===== src/rtl/bsg_axil_fifo_master_arbiter_pkg.sv =====
// Shared types for the AXI-lite fifo-master arbiter: FSM states, request record, pointer helper.
// Latency: n/a (types only).
// Backpressure: n/a.
//
// BSG_AXIL_ARB_REQ_S(aw, dw) expands to the packed request record for a given
// address/data width so every user builds the same field order.
`define BSG_AXIL_ARB_REQ_S(aw, dw) \
  struct packed { \
    logic              w; \
    logic [(aw)-1:0]   addr; \
    logic [(dw)-1:0]   data; \
    logic [(dw)/8-1:0] wmask; \
  }

package bsg_axil_arb_pkg;

  typedef enum logic [1:0] {
    e_idle = 2'd0,
    e_req  = 2'd1,
    e_resp = 2'd2
  } arb_state_e;

  // Next round-robin position after v, wrapping to 0 at n.
  function automatic int wrap_inc(input int v, input int n);
    return (v + 1 >= n) ? 0 : v + 1;
  endfunction

endpackage


===== src/rtl/bsg_axil_fifo_master_arbiter_if.sv =====
// Bundles the client-side and downstream-side handshake buses of the arbiter.
// Latency: n/a (wires only).
// Backpressure: n/a; "master" is the arbiter's view, "slave" the environment's.
interface bsg_axil_fifo_master_arbiter_if #(
  parameter int num_clients_p = 2,
  parameter int data_width_p  = 32,
  parameter int addr_width_p  = 32
);
  localparam int mask_width_lp = data_width_p / 8;

  logic [num_clients_p-1:0]               client_v_i;
  logic [num_clients_p-1:0]               client_w_i;
  logic [num_clients_p*addr_width_p-1:0]  client_addr_i;
  logic [num_clients_p*data_width_p-1:0]  client_data_i;
  logic [num_clients_p*mask_width_lp-1:0] client_wmask_i;
  logic [num_clients_p-1:0]               client_ready_and_o;
  logic [num_clients_p-1:0]               client_v_o;
  logic [data_width_p-1:0]                client_data_o;
  logic                                   client_err_o;
  logic [num_clients_p-1:0]               client_ready_and_i;

  logic                                   m_v_o;
  logic                                   m_w_o;
  logic [addr_width_p-1:0]                m_addr_o;
  logic [data_width_p-1:0]                m_data_o;
  logic [mask_width_lp-1:0]               m_wmask_o;
  logic                                   m_ready_and_i;
  logic                                   m_v_i;
  logic [data_width_p-1:0]                m_data_i;
  logic                                   m_ready_and_o;

  modport master (
    input  client_v_i, client_w_i, client_addr_i, client_data_i, client_wmask_i,
           client_ready_and_i, m_ready_and_i, m_v_i, m_data_i,
    output client_ready_and_o, client_v_o, client_data_o, client_err_o,
           m_v_o, m_w_o, m_addr_o, m_data_o, m_wmask_o, m_ready_and_o
  );

  modport slave (
    output client_v_i, client_w_i, client_addr_i, client_data_i, client_wmask_i,
           client_ready_and_i, m_ready_and_i, m_v_i, m_data_i,
    input  client_ready_and_o, client_v_o, client_data_o, client_err_o,
           m_v_o, m_w_o, m_addr_o, m_data_o, m_wmask_o, m_ready_and_o
  );
endinterface


===== src/rtl/bsg_axil_fifo_master_arbiter_rr.sv =====
// Round-robin grant selector plus the enable/reset register used for request capture.
// Latency: grant is combinational from reqs_i; pointer moves on the yumi_i edge.
// Backpressure: no grant while grants_en_i is low; pointer holds until yumi_i.
//
// bsg_arb_round_robin ports: reqs_i/grants_o (one-hot), tag_o (binary id), v_o, yumi_i.
// bsg_dff_reset_en ports: en_i loads data_i; reset_i clears to zero.
module bsg_arb_round_robin
  import bsg_axil_arb_pkg::*;
#(
  parameter int width_p = 2,
  localparam int tag_width_lp = (width_p > 1) ? $clog2(width_p) : 1
) (
  input  logic                    clk_i,
  input  logic                    reset_i,
  input  logic                    grants_en_i,
  input  logic [width_p-1:0]      reqs_i,
  output logic [width_p-1:0]      grants_o,
  output logic [tag_width_lp-1:0] tag_o,
  output logic                    v_o,
  input  logic                    yumi_i
);
  logic [tag_width_lp-1:0] ptr_r;
  logic                    found;
  int                      idx;

  // Scan from the pointer upward with wrap; first requester wins.
  always_comb begin
    found = 1'b0;
    tag_o = '0;
    idx   = 0;
    for (int i = 0; i < width_p; i++) begin
      idx = int'(ptr_r) + i;
      if (idx >= width_p) idx = idx - width_p;
      if (!found && reqs_i[idx]) begin
        found = 1'b1;
        tag_o = idx[tag_width_lp-1:0];
      end
    end
    v_o      = found & grants_en_i;
    grants_o = v_o ? (width_p'(1) << tag_o) : '0;
  end

  always_ff @(posedge clk_i) begin
    if (reset_i)     ptr_r <= '0;
    else if (yumi_i) ptr_r <= tag_width_lp'(wrap_inc(int'(tag_o), width_p));
  end
endmodule

module bsg_dff_reset_en #(
  parameter int width_p = 1
) (
  input  logic               clk_i,
  input  logic               reset_i,
  input  logic               en_i,
  input  logic [width_p-1:0] data_i,
  output logic [width_p-1:0] data_o
);
  always_ff @(posedge clk_i) begin
    if (reset_i)   data_o <= '0;
    else if (en_i) data_o <= data_i;
  end
endmodule


===== src/rtl/bsg_axil_fifo_master_arbiter.sv =====
// Shares one fifo-master request/response port among num_clients_p clients, one transaction in flight.
// Latency: grant in idle, m_v_o one cycle after accept, response routed combinationally; >=3 cycles/txn.
// Backpressure: m_v_o held until m_ready_and_i; m_ready_and_o follows the owning client's ready.
//
// Ports: clk_i, reset_i (sync, active-high), bus (master modport: client_* and m_* handshakes).
// Optional macro BSG_AXIL_ARB_TIMEOUT_EN: after timeout_cycles_p response-less cycles, return an
// all-ones error beat (client_err_o=1), then drain the next late m_v_i before granting again.
module bsg_axil_fifo_master_arbiter
  import bsg_axil_arb_pkg::*;
#(
  parameter int num_clients_p    = 2,
  parameter int data_width_p     = 32,
  parameter int addr_width_p     = 32,
  parameter int timeout_cycles_p = 1024
) (
  input logic                           clk_i,
  input logic                           reset_i,
  bsg_axil_fifo_master_arbiter_if.master bus
);
  localparam int mask_width_lp = data_width_p / 8;
  localparam int id_width_lp   = (num_clients_p > 1) ? $clog2(num_clients_p) : 1;

  typedef `BSG_AXIL_ARB_REQ_S(addr_width_p, data_width_p) req_s;

  arb_state_e               state_r, state_n;
  logic [num_clients_p-1:0] grants;
  logic [id_width_lp-1:0]   grant_id, id_r;
  logic                     accept, id_ready, timed_out, drain;
  req_s                     req_n, req_r;

  logic [num_clients_p-1:0] client_v_lo;
  logic [data_width_p-1:0]  client_data_lo;
  logic                     client_err_lo, m_ready_lo;

  // Grants are only offered in idle, never while draining, never during reset.
  bsg_arb_round_robin #(.width_p(num_clients_p)) rr (
    .clk_i       (clk_i),
    .reset_i     (reset_i),
    .grants_en_i ((state_r == e_idle) && !drain && !reset_i),
    .reqs_i      (bus.client_v_i),
    .grants_o    (grants),
    .tag_o       (grant_id),
    .v_o         (accept),
    .yumi_i      (accept)
  );

  assign bus.client_ready_and_o = grants;

  always_comb begin
    req_n.w     = bus.client_w_i[grant_id];
    req_n.addr  = bus.client_addr_i[grant_id*addr_width_p +: addr_width_p];
    req_n.data  = bus.client_data_i[grant_id*data_width_p +: data_width_p];
    req_n.wmask = bus.client_wmask_i[grant_id*mask_width_lp +: mask_width_lp];
  end

  bsg_dff_reset_en #(.width_p($bits(req_s))) req_reg (
    .clk_i(clk_i), .reset_i(reset_i), .en_i(accept), .data_i(req_n), .data_o(req_r)
  );

  bsg_dff_reset_en #(.width_p(id_width_lp)) id_reg (
    .clk_i(clk_i), .reset_i(reset_i), .en_i(accept), .data_i(grant_id), .data_o(id_r)
  );

  assign id_ready = bus.client_ready_and_i[id_r];

`ifdef BSG_AXIL_ARB_TIMEOUT_EN
  localparam int cnt_width_lp = $clog2(timeout_cycles_p + 1);
  logic [cnt_width_lp-1:0] cnt_r;
  logic                    drain_r;

  assign timed_out = (state_r == e_resp) && (cnt_r == cnt_width_lp'(timeout_cycles_p));
  assign drain     = drain_r;

  // Counter is zeroed while in e_req so it starts at 0 on the first e_resp cycle; saturates at timeout.
  always_ff @(posedge clk_i) begin
    if (reset_i) begin
      cnt_r   <= '0;
      drain_r <= 1'b0;
    end else begin
      if (state_r == e_req)
        cnt_r <= '0;
      else if ((state_r == e_resp) && !bus.m_v_i && !timed_out)
        cnt_r <= cnt_r + 1'b1;
      if (timed_out && id_ready)
        drain_r <= 1'b1;
      else if (drain_r && bus.m_v_i)
        drain_r <= 1'b0;
    end
  end
`else
  assign timed_out = 1'b0;
  assign drain     = 1'b0;
`endif

  always_ff @(posedge clk_i) begin
    if (reset_i) state_r <= e_idle;
    else         state_r <= state_n;
  end

  always_comb begin
    state_n        = state_r;
    client_v_lo    = '0;
    client_data_lo = '0;
    client_err_lo  = 1'b0;
    m_ready_lo     = drain && (state_r == e_idle);
    case (state_r)
      e_idle: if (accept) state_n = e_req;
      e_req:  if (bus.m_ready_and_i) state_n = e_resp;
      e_resp: begin
        if (timed_out) begin
          client_v_lo[id_r] = 1'b1;
          client_data_lo    = '1;
          client_err_lo     = 1'b1;
          if (id_ready) state_n = e_idle;
        end else begin
          client_v_lo[id_r] = bus.m_v_i;
          client_data_lo    = bus.m_data_i;
          m_ready_lo        = id_ready;
          if (bus.m_v_i && id_ready) state_n = e_idle;
        end
      end
      default: state_n = e_idle;
    endcase
  end

  assign bus.client_v_o    = client_v_lo;
  assign bus.client_data_o = client_data_lo;
  assign bus.client_err_o  = client_err_lo;
  assign bus.m_ready_and_o = m_ready_lo;
  assign bus.m_v_o         = (state_r == e_req);
  assign bus.m_w_o         = req_r.w;
  assign bus.m_addr_o      = req_r.addr;
  assign bus.m_data_o      = req_r.data;
  assign bus.m_wmask_o     = req_r.wmask;
endmodule


===== src/flat_wrapper.sv =====
// flat-port wrapper written by rule: the top's interface ports become plain ports
module bsg_axil_fifo_master_arbiter_flat import bsg_axil_arb_pkg::*;
#(
  parameter int num_clients_p    = 2,
  parameter int data_width_p     = 32,
  parameter int addr_width_p     = 32,
  parameter int timeout_cycles_p = 1024
)
  (clk_i, reset_i, bus_client_v_i, bus_client_w_i, bus_client_addr_i, bus_client_data_i, bus_client_wmask_i, bus_client_ready_and_i, bus_m_ready_and_i, bus_m_v_i, bus_m_data_i, bus_client_ready_and_o, bus_client_v_o, bus_client_data_o, bus_client_err_o, bus_m_v_o, bus_m_w_o, bus_m_addr_o, bus_m_data_o, bus_m_wmask_o, bus_m_ready_and_o);
  bsg_axil_fifo_master_arbiter_if #(.num_clients_p(num_clients_p), .data_width_p(data_width_p), .addr_width_p(addr_width_p)) bus_i ();
  input logic clk_i;
  input logic reset_i;
  input wire logic [$bits(bus_i.client_v_i)-1:0] bus_client_v_i;
  input wire logic [$bits(bus_i.client_w_i)-1:0] bus_client_w_i;
  input wire logic [$bits(bus_i.client_addr_i)-1:0] bus_client_addr_i;
  input wire logic [$bits(bus_i.client_data_i)-1:0] bus_client_data_i;
  input wire logic [$bits(bus_i.client_wmask_i)-1:0] bus_client_wmask_i;
  input wire logic [$bits(bus_i.client_ready_and_i)-1:0] bus_client_ready_and_i;
  input wire logic [$bits(bus_i.m_ready_and_i)-1:0] bus_m_ready_and_i;
  input wire logic [$bits(bus_i.m_v_i)-1:0] bus_m_v_i;
  input wire logic [$bits(bus_i.m_data_i)-1:0] bus_m_data_i;
  output wire logic [$bits(bus_i.client_ready_and_o)-1:0] bus_client_ready_and_o;
  output wire logic [$bits(bus_i.client_v_o)-1:0] bus_client_v_o;
  output wire logic [$bits(bus_i.client_data_o)-1:0] bus_client_data_o;
  output wire logic [$bits(bus_i.client_err_o)-1:0] bus_client_err_o;
  output wire logic [$bits(bus_i.m_v_o)-1:0] bus_m_v_o;
  output wire logic [$bits(bus_i.m_w_o)-1:0] bus_m_w_o;
  output wire logic [$bits(bus_i.m_addr_o)-1:0] bus_m_addr_o;
  output wire logic [$bits(bus_i.m_data_o)-1:0] bus_m_data_o;
  output wire logic [$bits(bus_i.m_wmask_o)-1:0] bus_m_wmask_o;
  output wire logic [$bits(bus_i.m_ready_and_o)-1:0] bus_m_ready_and_o;
  assign bus_i.client_v_i = bus_client_v_i;
  assign bus_i.client_w_i = bus_client_w_i;
  assign bus_i.client_addr_i = bus_client_addr_i;
  assign bus_i.client_data_i = bus_client_data_i;
  assign bus_i.client_wmask_i = bus_client_wmask_i;
  assign bus_i.client_ready_and_i = bus_client_ready_and_i;
  assign bus_i.m_ready_and_i = bus_m_ready_and_i;
  assign bus_i.m_v_i = bus_m_v_i;
  assign bus_i.m_data_i = bus_m_data_i;
  assign bus_client_ready_and_o = bus_i.client_ready_and_o;
  assign bus_client_v_o = bus_i.client_v_o;
  assign bus_client_data_o = bus_i.client_data_o;
  assign bus_client_err_o = bus_i.client_err_o;
  assign bus_m_v_o = bus_i.m_v_o;
  assign bus_m_w_o = bus_i.m_w_o;
  assign bus_m_addr_o = bus_i.m_addr_o;
  assign bus_m_data_o = bus_i.m_data_o;
  assign bus_m_wmask_o = bus_i.m_wmask_o;
  assign bus_m_ready_and_o = bus_i.m_ready_and_o;
  bsg_axil_fifo_master_arbiter #(.num_clients_p(num_clients_p), .data_width_p(data_width_p), .addr_width_p(addr_width_p), .timeout_cycles_p(timeout_cycles_p)) u_core (.clk_i(clk_i), .reset_i(reset_i), .bus(bus_i));
endmodule

===== config.mk =====
export PLATFORM = sky130hd
export DESIGN_NAME = bsg_axil_fifo_master_arbiter_flat
export DESIGN_NICKNAME = d
export VERILOG_FILES = /design/src/rtl/bsg_axil_fifo_master_arbiter_pkg.sv /design/src/rtl/bsg_axil_fifo_master_arbiter_if.sv /design/src/rtl/bsg_axil_fifo_master_arbiter_rr.sv /design/src/rtl/bsg_axil_fifo_master_arbiter.sv /design/src/flat_wrapper.sv
export SDC_FILE = /design/constraint.sdc
export NUM_CORES = 1
export LEC_CHECK = 0
export BUFFER_PORTS_ARGS = -buffer_cell sky130_fd_sc_hd__buf_2
export CAP_MARGIN = 20
export CORE_AREA = 2 2 110 112
export DETAILED_ROUTE_END_ITERATION = 10
export DIE_AREA = 0 0 112 114
export GPL_TIMING_DRIVEN = 0
export PLACE_DENSITY = 0.65
export SKIP_CTS_REPAIR_TIMING = 1
export SYNTH_ARGS = -nofsm -noshare
export SYNTH_HDL_FRONTEND = slang
export SYNTH_SLANG_ARGS = --single-unit

===== constraint.sdc =====
create_clock -name clk_i -period 1.9 [get_ports clk_i]
set_input_delay 0.19 -clock clk_i [delete_from_list [all_inputs] [get_ports clk_i]]
set_output_delay 0.19 -clock clk_i [all_outputs]
set_load 0.01 [all_outputs]

# After elaboration in Yosys (flattened, before gate mapping)
# Cells that the tools add are included.
[op_classes]
eq_ne = 5
bitwise = 2
add_sub_neg = 4
n_lt_le_gt_ge = 8
n_shift = 4
reduce_logical = 8
n_mux = 27
[ops]
columns = ["operator", "n"]
rows = [
  ["$shiftx 64x7->32", 2],
  ["$mux 32", 3],
  ["$lt 32x3->1 const B", 2],
  ["$mux 1", 17],
  ["$mux 2", 5],
  ["$shiftx 8x4->4", 1],
  ["$pmux 2 s3", 1],
  ["$add 1x1->2 const B", 2],
  ["$ge 2x2->1 const B", 2],
  ["$logic_and 1x1->1", 4],
  ["$lt 1x2->1 const B", 2],
  ["$ne 2x1->1 const B", 2],
  ["$reduce_and 3->1", 1],
  ["$sub 1x2->3 const B", 1],
  ["$sub 2x2->3 const B", 1],
  ["$and 2x2->2", 1],
  ["$eq 2x1->1 const B", 1],
  ["$eq 2x2->1 const B", 1],
  ["$ge 1x2->1 const B", 1],
  ["$logic_not 1->1", 2],
  ["$logic_not 2->1", 1],
  ["$ne 2x2->1 const B", 1],
  ["$shl 1x1->2 const A", 1],
  ["$and 1x1->1", 1],
  ["2 further kinds", 2],
]
[word_totals]
elab_cells = 62
output_inout_bits = 108
inputBits = 178
reg_bits = 73

# Logic depth before layout (Yosys ltp)
[depth]
word_depth = 12
ltp_mapped = 5
mapped_depth_nobuf = 3

# By module
# From an unflattened synthesis, not the netlist that was laid out.
[unflattened]
hier_cells = 365
hier_area_um2 = 3801.1
[modules_own_cells]
columns = ["mod", "area_each_um2", "seq_area_each_um2", "n_inst", "cells_each"]
rows = [
  ["bsg_dff_reset_en at u_core.req_reg", 2439.8, 1381.3, 1, 223],
  ["bsg_axil_fifo_master_arbiter", 1243.7, 40.0, 1, 130],
  ["bsg_arb_round_robin", 83.8, 20.0, 1, 9],
  ["bsg_dff_reset_en at u_core.id_reg", 33.8, 20.0, 1, 3],
]

# Least setup slack after synthesis
# Ideal clock, no wire load.
[synth_timing]
path_type = "register to output"
startpoint = "reg u_core.state_r[0]"
endpoint = "out bus_client_ready_and_o[1]"
required_time_ns = 1.710
arrival_ns = 1.232
path_stages_with_launch = 5
path_buffers = 2
path_slack_ns = 0.478
cell_sequence = "dfxtp_1 > or3b_1 > buf_6 > buf_6 > nor3_2"
[synth_via]
elab_chain_cells = 4
[synth_rtl]
columns = ["item", "line_no", "rtl"]
rows = [
  ["from (decl)", "bsg_axil_fifo_master_arbiter.sv:25", "arb_state_e state_r, state_n;"],
  ["from (signal assigned)", "bsg_axil_fifo_master_arbiter.sv:96", "if (reset_i) state_r <= e_idle;"],
  ["from (signal assigned)", "bsg_axil_fifo_master_arbiter.sv:97", "else state_r <= state_n;"],
  ["$logic_not 2->1", "bsg_axil_fifo_master_arbiter.sv:39", ".grants_en_i ((state_r == e_idle) && !drain && !reset_i),"],
  ["$logic_and 1x1->1", "bsg_axil_fifo_master_arbiter.sv:39", ""],
  ["$and 1x1->1", "bsg_axil_fifo_master_arbiter_rr.sv:39", "v_o = found & grants_en_i;"],
  ["$mux 2", "bsg_axil_fifo_master_arbiter_rr.sv:40", "grants_o = v_o ? (width_p'(1) << tag_o) : '0;"],
  ["to (decl)", "flat_wrapper.sv:22", "output wire logic [$bits(bus_i.client_ready_and_o)-1:0] bus_client_ready_and_o;"],
]
# Every way passes these cells.

# Final worst setup path
[layout_timing]
startpoint = "reg u_core.state_r[0]"
endpoint = "out bus_client_ready_and_o[0]"
# Same word-level chain as after synthesis.

==> impl_results.rst <==
.. list-table::
   :header-rows: 1

   * - Metric
     - Value
   * - Most used standard cells in the synthesized netlist
     - 73 x sky130_fd_sc_hd__dfxtp_1, 69 x sky130_fd_sc_hd__a221o_1, 45 x sky130_fd_sc_hd__nor4b_1
   * - Post-place setup slack
     - -0.1524 ns
   * - Core Footprint
     - between 10,000 and 15,000 um^2
   * - Iter 0 DRT Violations
     - 204
   * - Power Density
     - approximately 860 nW/um^2
   * - Logic depth of the worst setup path including buffers
     - 4
   * - Uppermost metal layer occupied by signal nets
     - met4
   * - Count of H-tree levels built during CTS
     - 3
   * - Die span in x
     - about 110 um
   * - Number of nets at the end of the flow
     - 786
   * - Number of global-route vias before repair
     - approximately 4,000
   * - Count of warnings emitted by yosys
     - 0
   * - Slew of the pin with the lowest slew margin
     - approximately 0.69 ns
   * - Total GRT Usage
     - between 20% and 30%
   * - Sink Count
     - 73
   * - Portion of total power attributed to the clock network
     - 39.7%
   * - Post-synth top area cell
     - sky130_fd_sc_hd__dfxtp_1
   * - Weighted congestion at the end of routability-driven global placement
     - between 0.7 and 0.8
   * - Library cells used by synthesis
     - 25
   * - Total of max-cap violations
     - 0
   * - CTS tree
     - built
   * - Ys async rst share
     - 0%
   * - Delay-heaviest family, CP
     - simple AND/OR/NAND/NOR gates
   * - Reg clk slew, reported paths
     - 0.06 ns
   * - Utilization after layout
     - a little under half
   * - Routed length on met3
     - 1178 um
   * - Average wire per standard cell
     - around 18 um
   * - Status
     - completed
   * - Category of the worst setup path capture point
     - primary output
   * - Global-route wire length before repair
     - 20,580 um
   * - Worst hold stages
     - 2
   * - Highest ir drop seen on vdd
     - 0.4951 mV
   * - Skew final
     - between 0.007 and 0.008 ns
   * - DIE AREA
     - around 13,000 um^2
   * - Gate Count Post-Synth
     - around 310
   * - Synthesis-stage register bit count
     - 73
   * - Share of cells above drive strength 1
     - between 50% and 60%
   * - Overflow left after global routing
     - 0
   * - Share of power burned in combinational logic
     - between 20% and 30%
   * - Number of setup violations in the final report
     - 0
   * - Synth-to-Final Area Change
     - 56.33%
   * - CP Max Fanout
     - 10
   * - Initial core utilization
     - ~30%
   * - Type of origin of the critical path
     - flop
   * - Detailed Route WL
     - 13,600 um
   * - Sw Share
     - roughly 28%
   * - Arr. time, crit path
     - between 1.5 and 2 ns
   * - Total number of vias
     - ~4,000
   * - Ports placed on the boundary
     - 286
   * - Die Span Y
     - between 100 and 150 um
   * - Clock root buffer
     - sky130_fd_sc_hd__clkbuf_16
   * - Kind of critical path
     - flop to primary output
   * - Max-Slew Margin vs Limit
     - between 50% and 60%
   * - Via density per instance
     - 5.199
   * - Buffer depth of the longest clock path
     - 2
   * - Initial antenna violation count
     - 0
   * - Achievable clock frequency
     - 541.3 MHz
   * - Final worst-path cycle share
     - 97.24%
   * - Crit path top cell by count
     - sky130_fd_sc_hd__buf_2
   * - Number of detailed-route iterations in the first pass
     - 4
   * - Non-filler instance count after layout
     - between 700 and 800
   * - CTS buffer count
     - 9
   * - Number of enable-type register cells in the synthesized netlist
     - 0
   * - Minimum clock period
     - approximately 1.8 ns
   * - Count of buffers inserted at the top-level ports
     - roughly 280
   * - Detail Route met2 WL
     - 6659 um
   * - Number of antenna cells inserted
     - 0
   * - Net count of the mapped netlist
     - slightly below 500
   * - Power share of the sequential group
     - a little under two fifths
   * - R2R depth
     - 4
   * - Number of antenna-violating nets in the routed design
     - 0
   * - P_int
     - 3.376 mW
   * - Largest net degree at the start of global routing
     - 13
   * - Worst-path cell chain
     - nor2_1 -> and3_4 -> buf_2 -> buf_2
   * - Number of inserted filler cells in the final layout
     - roughly 1,200
   * - Largest stage delay, worst path
     - around 0.35 ns
   * - Buffers plus inverters on the worst setup path
     - 2
   * - Placed cells
     - 743
   * - Max-slew violations
     - 0
   * - Leakage power of the design
     - roughly 2.6 nW
   * - Class of the worst hold path
     - primary input to flop
   * - Switching power of the nets
     - around 1.3 mW
   * - HPWL after detailed placement
     - between 10,000 and 15,000 um
   * - Slowest cell on the critical path
     - sky130_fd_sc_hd__dfxtp_2
   * - Sequential share of the synthesized area
     - between 40% and 50%
   * - DRC violations left
     - 0
   * - Setup slack of the critical path after layout
     - around 0.052 ns
   * - Latest clock arrival within the worst-skew pair
     - between 0.3 and 0.4 ns
   * - Top cells by area in the synthesized netlist
     - sky130_fd_sc_hd__dfxtp_1 42%, sky130_fd_sc_hd__a221o_1 20%, sky130_fd_sc_hd__nor4b_1 11%, sky130_fd_sc_hd__nor4b_2 11%, sky130_fd_sc_hd__and2_1 5.7%
   * - Final number of hold-violating endpoints
     - 0
   * - Top-area cell type share of the netlist area
     - 41.74%
   * - Setup repair after global routing missed its margin
     - yes
   * - Synthesized area divided by synthesized cell count
     - around 11 um^2
   * - M1 wire length
     - ~5500 um
   * - Primary FF master, synth
     - sky130_fd_sc_hd__dfxtp_1
   * - Row count
     - 40
   * - Most frequently used cell type in the post-synthesis netlist
     - sky130_fd_sc_hd__dfxtp_1
   * - Data required time at the worst endpoint
     - 1.71 ns
   * - Netlist area before placement
     - roughly 3500 um^2
## power groups by stage
stage                     Sequential (mW)  Combinational (mW)  Clock [mW]
after global placement               1.81                1.01           0
after floorplan                      1.88               0.461           0
after global routing                 1.81                1.12        1.97
after CTS                            1.79                1.03        1.89
final                                1.79                1.04        1.86
after detailed placement             1.81                1.03           0
## kinds of logic after synthesis
kind of cell / share of synthesized area [%]
multiplexers: 0.2859
flip-flops: 41.74
buffers and inverters: 6.719
other: 0.1071
AND/OR/NAND/NOR: 30.13
AO/OA/AOI/OAI: 21.01
## per-stage QoR
stage / hold WS, ns / TNS (ns) / power (mW) / area [um^2]
floorplan: 0.3080 / 0 / 2.342 / 3501
global placement: 0.4135 / -1.025 / 2.818 / 5106
detailed placement: 0.4186 / -1.425 / 2.839 / 5106
CTS: 0.05398 / -3.445 / 4.709 / 5428
global route: 0.05136 / -0.05832 / 4.897 / 5473
finish: 0.06412 / 0 / 4.686 / 5473
## layout make-up
class / count / area (um^2) / share of cell area, %
repair buffers: 286 / 1436 / 26.25
clock buffers: 11 / 242.7 / 4.435
flip-flops and latches: 73 / 1463 / 26.73
clock inverters: 5 / 78.83 / 1.440
plain buffers: 42 / 234.0 / 4.275
multi-input cells: 195 / 1831 / 33.45
well taps: 147 / 183.9 / 3.361
inverters: 1 / 3.754 / 0.06859
## path summary, 6_finish.rpt
kind	start	slack (ns)	end
setup reg to reg	u_core.state_r[0]	0.11	u_core.req_reg.data_o[66]
hold reg to reg	u_core.req_reg.data_o[25]	0.48	u_core.req_reg.data_o[25]
setup / recovery	u_core.state_r[0]	0.05	bus_client_ready_and_o[0]
hold / removal	bus_client_w_i[0]	0.06	u_core.req_reg.data_o[68]
## layer usage
metal	vias up	track usage, %
li1	1862	-
met1	1848	23.94
met3	23	6.801
met2	218	35.96
met4	0	7.480
met5	-	0
## worst register-to-register path, stage by stage, from the launching register on
cell	delay, ns
sky130_fd_sc_hd__dfxtp_2	0.35
sky130_fd_sc_hd__nor2_1	0.25
sky130_fd_sc_hd__and3_4	0.32
sky130_fd_sc_hd__clkbuf_1	0.55
sky130_fd_sc_hd__a221o_1	0.27
## sequential cells by signal, indices dropped and copies added (netlist names)
signal                 flops
u_core.req_reg.data_o     69
u_core.state_r             2
u_core.id_reg.data_o       1
u_core.rr.ptr_r            1
## placed cells by master, fill, tap and decap left out, types with 3 or more instances in the layout
cell type,count
sky130_fd_sc_hd__clkbuf_2,3
sky130_fd_sc_hd__dfxtp_1,72
sky130_fd_sc_hd__buf_2,288
sky130_fd_sc_hd__and2_1,32
sky130_fd_sc_hd__nor4b_1,45
sky130_fd_sc_hd__a21oi_1,3
sky130_fd_sc_hd__buf_1,3
sky130_fd_sc_hd__a221o_1,69
sky130_fd_sc_hd__clkbuf_1,23
sky130_fd_sc_hd__nor4b_2,25
sky130_fd_sc_hd__clkbuf_16,9
sky130_fd_sc_hd__nor2_1,4
sky130_fd_sc_hd__nor2b_1,3
sky130_fd_sc_hd__buf_4,3
sky130_fd_sc_hd__buf_6,8
(Power assumes the default switching activity.)
